--- config.mk ---
export PLATFORM = sky130hd
export DESIGN_NAME = wl_program_sequencer
export DESIGN_NICKNAME = d
export VERILOG_FILES = /design/src/rtl/wlseq_pkg.sv /design/src/rtl/wlseq_phase_timer.sv /design/src/rtl/wl_program_sequencer.sv
export SDC_FILE = /design/constraint.sdc
export NUM_CORES = 1
export LEC_CHECK = 0
export BUFFER_PORTS_ARGS = -buffer_cell sky130_fd_sc_hd__buf_2
export CAP_MARGIN = 20
export CORE_AREA = 2 2 160 162
export CTS_CLUSTER_DIAMETER = 200
export CTS_CLUSTER_SIZE = 12
export DETAILED_ROUTE_END_ITERATION = 10
export DIE_AREA = 0 0 162 164
export SLEW_MARGIN = 10
export SYNTH_ARGS = -nofsm -noshare
export SYNTH_HDL_FRONTEND = slang
export SYNTH_SLANG_ARGS = --single-unit
--- constraint.sdc ---
create_clock -name clk -period 4.8 [get_ports clk]
set_input_delay 0.96 -clock clk [delete_from_list [all_inputs] [get_ports clk]]
set_output_delay 0.96 -clock clk [all_outputs]
set_load 0.02 [all_outputs]
--- src/rtl/wlseq_pkg.sv ---
// ============================================================================
// wlseq_pkg : shared constants for the word-line program sequencer
// Revision  : 1.0
// ============================================================================
`default_nettype none

`ifndef ARRAY_SIZE
`define ARRAY_SIZE 50
`endif

package wlseq_pkg;

  localparam int DEF_ARRAY_SIZE       = `ARRAY_SIZE;
  localparam int ROW_W                = $clog2(DEF_ARRAY_SIZE);
  localparam int DEF_WEIGHT_BITS      = 4;
  localparam int DEF_PRECHARGE_CYCLES = 2;
  localparam int DEF_WRITE_CYCLES     = 2;

  localparam int STATE_W = 3;
  localparam logic [STATE_W-1:0] ST_IDLE  = 3'd0;
  localparam logic [STATE_W-1:0] ST_FETCH = 3'd1;
  localparam logic [STATE_W-1:0] ST_PRECH = 3'd2;
  localparam logic [STATE_W-1:0] ST_WRITE = 3'd3;
  localparam logic [STATE_W-1:0] ST_GAP   = 3'd4;
  localparam logic [STATE_W-1:0] ST_DONE  = 3'd5;

  function automatic int max_int(input int a, input int b);
    return (a > b) ? a : b;
  endfunction

endpackage

`default_nettype wire

--- src/rtl/wlseq_phase_timer.sv ---
// ============================================================================
// wlseq_phase_timer : loadable down counter with zero flag for phase lengths
// Revision          : 1.0
// ============================================================================
`default_nettype none

module wlseq_phase_timer #(
  parameter int WIDTH = 2
) (
  input  logic             clk,
  input  logic             rst_n,
  input  logic             load,
  input  logic [WIDTH-1:0] load_value,
  output logic             zero
);

  logic [WIDTH-1:0] count;

  always_ff @(posedge clk or negedge rst_n) begin
    if (!rst_n) begin
      count <= '0;
    end else if (load) begin
      count <= load_value;
    end else if (count != '0) begin
      count <= count - WIDTH'(1);
    end
  end

  assign zero = (count == '0);

endmodule

`default_nettype wire

--- src/rtl/wl_program_sequencer.sv ---
// ============================================================================
// wl_program_sequencer : fetch / precharge / write / gap sequencing per word line
// Optional macro WLSEQ_SINGLE_ROW_EN adds single_row / row_sel ports.
// Revision             : 1.0
// ============================================================================
`default_nettype none

module wl_program_sequencer
  import wlseq_pkg::*;
#(
  parameter int ARRAY_SIZE       = DEF_ARRAY_SIZE,
  parameter int WEIGHT_BITS      = DEF_WEIGHT_BITS,
  parameter int PRECHARGE_CYCLES = DEF_PRECHARGE_CYCLES,
  parameter int WRITE_CYCLES     = DEF_WRITE_CYCLES
) (
  input  logic                              clk,
  input  logic                              rst_n,
  input  logic                              start,
  input  logic                              abort,
  output logic                              busy,
  output logic                              done,
  input  logic                              row_valid,
  output logic                              row_ready,
  input  logic [ARRAY_SIZE*WEIGHT_BITS-1:0] row_data,
  output logic                              address_enable,
  output logic [$clog2(ARRAY_SIZE)-1:0]     WL_num,
  output logic                              prechargeb,
  output logic [ARRAY_SIZE*WEIGHT_BITS-1:0] bl_data,
  output logic                              bl_drive_en
`ifdef WLSEQ_SINGLE_ROW_EN
  ,
  input  logic                              single_row,
  input  logic [$clog2(ARRAY_SIZE)-1:0]     row_sel
`endif
);

  localparam int WL_W   = $clog2(ARRAY_SIZE);
  localparam int DATA_W = ARRAY_SIZE * WEIGHT_BITS;
  localparam int CNT_W  = $clog2(max_int(PRECHARGE_CYCLES, WRITE_CYCLES) + 1);
  localparam logic [WL_W-1:0] LAST_ROW = WL_W'(ARRAY_SIZE - 1);

  logic [STATE_W-1:0] state, next_state;
  logic               fire, accept_start, last_row;
  logic [WL_W-1:0]    start_row;
  logic               timer_load, timer_zero;
  logic [CNT_W-1:0]   timer_value;

  logic               busy_d, done_d, ready_d, ae_d, prechb_d, drive_d;
  logic [WL_W-1:0]    wl_d;
  logic [DATA_W-1:0]  bl_d;

  assign fire = row_valid && row_ready;

`ifdef WLSEQ_SINGLE_ROW_EN
  logic single_mode;

  assign accept_start = start && !abort && (!single_row || (int'(row_sel) < ARRAY_SIZE));
  assign start_row    = single_row ? row_sel : '0;
  assign last_row     = single_mode || (WL_num == LAST_ROW);

  always_ff @(posedge clk or negedge rst_n) begin
    if (!rst_n) begin
      single_mode <= 1'b0;
    end else if (state == ST_IDLE && accept_start) begin
      single_mode <= single_row;
    end
  end
`else
  assign accept_start = start && !abort;
  assign start_row    = '0;
  assign last_row     = (WL_num == LAST_ROW);
`endif

  wlseq_phase_timer #(.WIDTH(CNT_W)) u_phase_timer (
    .clk        (clk),
    .rst_n      (rst_n),
    .load       (timer_load),
    .load_value (timer_value),
    .zero       (timer_zero)
  );

  // State and every output are registered together so outputs track the state.
  always_ff @(posedge clk or negedge rst_n) begin
    if (!rst_n) begin
      state          <= ST_IDLE;
      busy           <= 1'b0;
      done           <= 1'b0;
      row_ready      <= 1'b0;
      address_enable <= 1'b0;
      prechargeb     <= 1'b1;
      WL_num         <= '0;
      bl_data        <= '0;
      bl_drive_en    <= 1'b0;
    end else begin
      state          <= next_state;
      busy           <= busy_d;
      done           <= done_d;
      row_ready      <= ready_d;
      address_enable <= ae_d;
      prechargeb     <= prechb_d;
      WL_num         <= wl_d;
      bl_data        <= bl_d;
      bl_drive_en    <= drive_d;
    end
  end

  always_comb begin
    next_state = state;
    if (state != ST_IDLE && abort) begin
      next_state = ST_IDLE;
    end else begin
      case (state)
        ST_IDLE:  if (accept_start) next_state = ST_FETCH;
        ST_FETCH: if (fire)         next_state = ST_PRECH;
        ST_PRECH: if (timer_zero)   next_state = ST_WRITE;
        ST_WRITE: if (timer_zero)   next_state = ST_GAP;
        ST_GAP:   next_state = last_row ? ST_DONE : ST_FETCH;
        ST_DONE:  next_state = ST_IDLE;
        default:  next_state = ST_IDLE;
      endcase
    end
    timer_load  = ((state == ST_FETCH) && (next_state == ST_PRECH)) ||
                  ((state == ST_PRECH) && (next_state == ST_WRITE));
    timer_value = (state == ST_FETCH) ? CNT_W'(PRECHARGE_CYCLES - 1)
                                      : CNT_W'(WRITE_CYCLES - 1);
  end

  always_comb begin
    busy_d   = (next_state != ST_IDLE) && (next_state != ST_DONE);
    done_d   = (next_state == ST_DONE);
    ready_d  = (next_state == ST_FETCH);
    ae_d     = (next_state == ST_WRITE);
    prechb_d = (next_state != ST_PRECH);
    drive_d  = (next_state == ST_WRITE);
    wl_d     = WL_num;
    bl_d     = bl_data;
    if (state != ST_IDLE && abort) begin
      wl_d = '0;
      bl_d = '0;
    end else begin
      case (state)
        ST_IDLE:  if (accept_start) wl_d = start_row;
        ST_FETCH: if (fire)         bl_d = row_data;
        ST_GAP:   if (!last_row)    wl_d = WL_num + WL_W'(1);
        ST_DONE:  wl_d = '0;
        default:  ;
      endcase
    end
  end

endmodule

`default_nettype wire

* After elaboration in Yosys (flattened, before gate mapping)
Index checks and enable logic that the tools add are counted.
Word-level totals: input bits 205, register bits after elaboration 216
Cells by class: reduce and logical (&&, ||, !) cells 19, multiplexer cells 16, add/sub/neg operators 2, eq/ne operators 14
Operator list (number):
- 200-bit 2-to-1 mux | 3
- 3-bit 2-to-1 mux | 6
- 6-bit 2-to-1 mux | 3
- 6-bit case mux with 3 select lines | 1
- 3-bit case mux with 5 select lines | 1
- 3-bit by 2-bit == test with 1-bit output, second input constant | 4
- 3-bit == test, second input constant | 3
- 3-bit inequality test, second input constant | 3
- 2-bit nonzero test | 4
- 6-bit by 1-bit adder with 6-bit output, second input constant | 1
- 3-bit by 1-bit == test with 1-bit output, second input constant | 2
- 6-bit == test, second input constant | 1
- 1-bit logical AND | 6
- 3-bit nonzero test | 2
- 2-bit 2-to-1 mux | 2
- 4-bit nonzero test | 1
- 3-bit logical NOT | 1
- 3-bit by 2-bit inequality test with 1-bit output, second input constant | 1
- 3-bit AND reduction | 1
- 2-bit logical NOT | 1
- 2-bit AND reduction | 1
- 2-bit by 1-bit subtractor with 2-bit output, second input constant | 1
- 1-bit logical NOT | 1
- 1-bit logical OR | 1

* Longest topological paths before layout
depth after elaboration 9, gate-level depth with buffers 7, mapped depth without buffers 7

* Cells and area by module
A second synthesis with hierarchy kept.
Unflattened totals: cells, all modules 553, area, all modules 8135.3 um^2
Modules (own cells, without submodules):
- wl_program_sequencer | seq. area each 5356.4 um^2, cells each 541, area an instance 8022.7 um^2, times used 1
- wlseq_phase_timer | seq. area each 50.0 um^2, cells each 12, area an instance 112.6 um^2, times used 1

* Worst setup path after synthesis
OpenSTA, ideal clock, no wires.
path kind input -> register, from input start, to register WL_num[3], data required time 4722 ps, slack 2825 ps, arrival time 1897 ps, cell stages on the path 4, library setup time 78 ps, cell sequence nor2b_1 > o311ai_2 > or4_1 > a21oi_1
On the way: cells in the longest elaborated chain, start to end 3
Ends and longest elaborated chain:
- start: declaration | RTL line wl_program_sequencer.sv:18 | input logic start,
- 1-bit logical AND | RTL line wl_program_sequencer.sv:69 | assign accept_start = start && !abort;
- 3-bit inequality test (no source line)
- 3-bit AND reduction (no source line)
- end signal: assignment | RTL line wl_program_sequencer.sv:101 | WL_num <= wl_d;
- end: declaration | RTL line wl_program_sequencer.sv:26 | output logic [$clog2(ARRAY_SIZE)-1:0] WL_num,
Every way passes these cells. A chain may end at the register's enable or synchronous reset.

* Worst setup path after layout
from register state[1], to register bl_data[115]
On the way: cells in the longest elaborated chain, start to end 4
Ends and longest elaborated chain:
- start: declaration | RTL line wl_program_sequencer.sv:42 | logic [STATE_W-1:0] state, next_state;
- start signal: assignment | RTL line wl_program_sequencer.sv:95 | state <= next_state;
- 3-bit nonzero test | RTL line wl_program_sequencer.sv:137 | if (state != ST_IDLE && abort) begin
- 1-bit logical AND | RTL line wl_program_sequencer.sv:137
- 2-bit nonzero test (no source line)
- 2-bit AND reduction (no source line)
- end signal: assignment | RTL line wl_program_sequencer.sv:102 | bl_data <= bl_d;
- end: declaration | RTL line wl_program_sequencer.sv:28 | output logic [ARRAY_SIZE*WEIGHT_BITS-1:0] bl_data,
Parallel ways exist; a longest one is shown, timed or not.

==> qor.yml <==
die_h_um: 164
wl_per_cell_um: 18.3
maxUsedRoutingLayer: "met5"
syn-cell-area_um2: 8040
rows: 58
ir_drop_mv: 0.328
route.met3.wl_mm: 2.32
slew_violations: 0
preCtsSetupSlack_ns: 2.20
outcome: "completed"
htree_levels: 1
numClockSinks: 216
firstDrtPassIters: 6
max-slew-margin-rel: 0.357
ys_seq_area_frac: 0.673
hpwl_mm: 16.4
grt_max_degree: 201
cts_hold_buf: 0
cts_buffers: 21
drc: 0
cp.arrival_ns: 2.69
cts_root_buf: "clkbuf_16"
synthCells: 553
die-area_um2: 26600
ant_nets: 0
setup_tns_ns: 0
r2r_slack_ns: 2.53
r2r_end: "bl_data[115]$_DFFE_PN0P_"
postLayoutCoreUtil: 0.440
leakagePower_nw: 6.11
port_buffers: 416
period_needed_ns: 2.27
synth_top_area_frac: 0.669
vias_per_cell: 4.84
cp-start-kind: "flop"
grt_use_total: 0.166
critPathCaptureType: "flop"
critPathMaxFanout: 200
wl_met2_mm: 11.0
antenna_found_initial: 7
synth_edf_count: 0
yosysWarnings: 0
wl_mm: 23.6
grt_pass1_wl_mm: 35.1
final_layout_size_suffix_gt1_frac: 0.471
finalCritPeriodShare: 0.473
critical_path_class: "reg -> reg"
avgSynthCellArea_um2: 14.5
die_x_um: 162
postCtsResizedCells: 0
wirelength_met1_mm: 9.86
ys_async_sr_fraction: 1.00
vias: 6238
synthToLayoutAreaGrowth_pct: 35.8
fin_ws_ns: 2.53
cts_setup_buffers: 0
drt-initial-drc-count: 463
ys_ff_latch: 216
gp_congestion: 0.804
clockBufferDepth: 3
start_util: 0.324
finClkSkew_ns: 0.00450
ys_types: 47
yosys_most_used_dff: "dfrtp_1"
fmax_mhz: 441
path_clk_slew_ns: 0.06
setup-violations-final: 0
syn_nets: 761
pin_count: 417
grt_pass1_vias: 6080
min_path_type: "in -> async"
synth_area_leaders: "dfrtp_1 67%, a22o_1 22%, buf_4 2.0%, buf_2 1.7%, ha_1 0.47%"
globalRouteOverflowTotal: 0
layout.nets: 1155
final_hold_viol_count: 0
max_cap_viol_count: 0
cts_tree: "built"
rsz0062_at_grt: "false"
timing.rr.start: "state[1]$_DFF_PN0_"
reg2regPathDepth: 4
worstSkewPairLatency_ns: 0.49
core-area_um2: 24800
worst_slew_pin_slew_ns: 0.964
required_ns: 5.22
p_per_area_nw_per_um2: 553
yosysTopAreaCell: "dfrtp_1"
## registers in the layout, summed over array words and instances (netlist names)
register and count:
done 1, u_phase_timer.count 2, busy 1, prechargeb 1
WL_num 6, bl_drive_en 1, state 3, row_ready 1
bl_data 200
## synthesized netlist by cell type (2+ instances only)
library cell	count
inv_1	6
a21o_1	2
buf_4	21
nand3b_1	3
mux2i_1	3
ha_1	3
nand2_1	5
a22o_1	200
or4_1	2
nand2b_1	3
nor2b_1	2
a31oi_1	3
nor4_1	2
dfrtp_1	215
nor2_1	7
o21a_1	2
nand3_1	4
o31ai_1	2
o21ai_0	7
buf_2	28
nor3b_1	2
and3b_1	2
a21oi_1	4
nor3_1	2
## worst max-delay path: stages, from the launching register on
cell	delay (ns)
dfrtp_1	0.52
and2b_1	0.32
nor4b_4	0.26
buf_12	0.62
a22o_1	0.25
## worst max path at each step
stage | cells past startpoint | from | to | slack [ns]
floorplan | 4 | start | WL_num[3]$_DFFE_PN0P_ | 2.82
global placement | 4 | abort | bl_data[60]$_DFFE_PN0P_ | 2.26
detailed placement | 4 | abort | bl_data[125]$_DFFE_PN0P_ | 2.20
CTS | 4 | state[1]$_DFF_PN0_ | bl_data[125]$_DFFE_PN0P_ | 2.62
global route | 4 | state[2]$_DFF_PN0_ | bl_data[62]$_DFFE_PN0P_ | 2.50
finish | 4 | state[1]$_DFF_PN0_ | bl_data[115]$_DFFE_PN0P_ | 2.53
## routing by layer
| metal | vias up | GRT usage |
|---|---|---|
| li1 | 2906 | - |
| met1 | 3006 | 0.214 |
| met2 | 291 | 0.271 |
| met3 | 31 | 0.0553 |
| met4 | 4 | 0.0434 |
| met5 | - | 0 |
## placed cells by master, fill, tap and decap left out, types with 3 or more instances in the layout
master | Yosys | layout
dfrtp_1 | 215 | 215
diode_2 | 0 | 5
ha_1 | 3 | 3
o21ai_0 | 7 | 7
a31oi_1 | 3 | 3
inv_1 | 6 | 6
clkbuf_16 | 0 | 21
nand2b_1 | 3 | 3
a22o_1 | 200 | 200
nand3b_1 | 3 | 3
buf_2 | 28 | 415
nand3_1 | 4 | 4
nor2_1 | 7 | 7
nand2_1 | 5 | 5
buf_12 | 0 | 4
a21oi_1 | 4 | 4
mux2i_1 | 3 | 3
clkbuf_1 | 1 | 8
## area by class of cell
| type | instances | area [um^2] |
|---|---|---|
| Antenna cell | 5 | 12.5 |
| Clock buffer | 29 | 556 |
| Fill cell | 2357 | 13900 |
| Inverter | 7 | 26.3 |
| Multi-Input combinational cell | 280 | 2330 |
| Sequential cell | 216 | 5410 |
| Tap cell | 330 | 413 |
| Timing Repair Buffer | 421 | 2180 |
## power breakdown
part / total [W] / internal [W] / switching, W
Sequential: 0.00253 / 0.00227 / 0.000259
Combinational: 0.00206 / 0.000783 / 0.00128
Clock: 0.00145 / 0.000794 / 0.000655
Total: 0.00604 / 0.00385 / 0.00219
## logic make-up (layout without fill, tap and decap cells)
| group | Yosys count | count (layout) | synth area share |
|---|---|---|---|
| AOI/OAI and AO/OA | 231 | 231 | 0.245 |
| xor gates and xnor gates | 1 | 1 | 0.00109 |
| adders and majority gates | 3 | 3 | 0.00467 |
| buffers and inverters | 57 | 457 | 0.0408 |
| DFF | 216 | 216 | 0.673 |
| muxes | 3 | 3 | 0.00374 |
| other | 0 | 5 | 0 |
| and+or+nand+nor | 42 | 42 | 0.0316 |
## per-stage QoR
stage	hold slack (ns)	instances	power (W)	instance area [um^2]
after floorplan	0.481	553	0.00388	8040
after global placement	0.482	1254	0.00461	10400
after detailed placement	0.485	1254	0.00463	10400
after CTS	0.435	1283	0.00611	10900
after global routing	0.449	1287	0.00637	10900
final	0.411	1288	0.00604	10900
(Power assumes the default switching activity.)
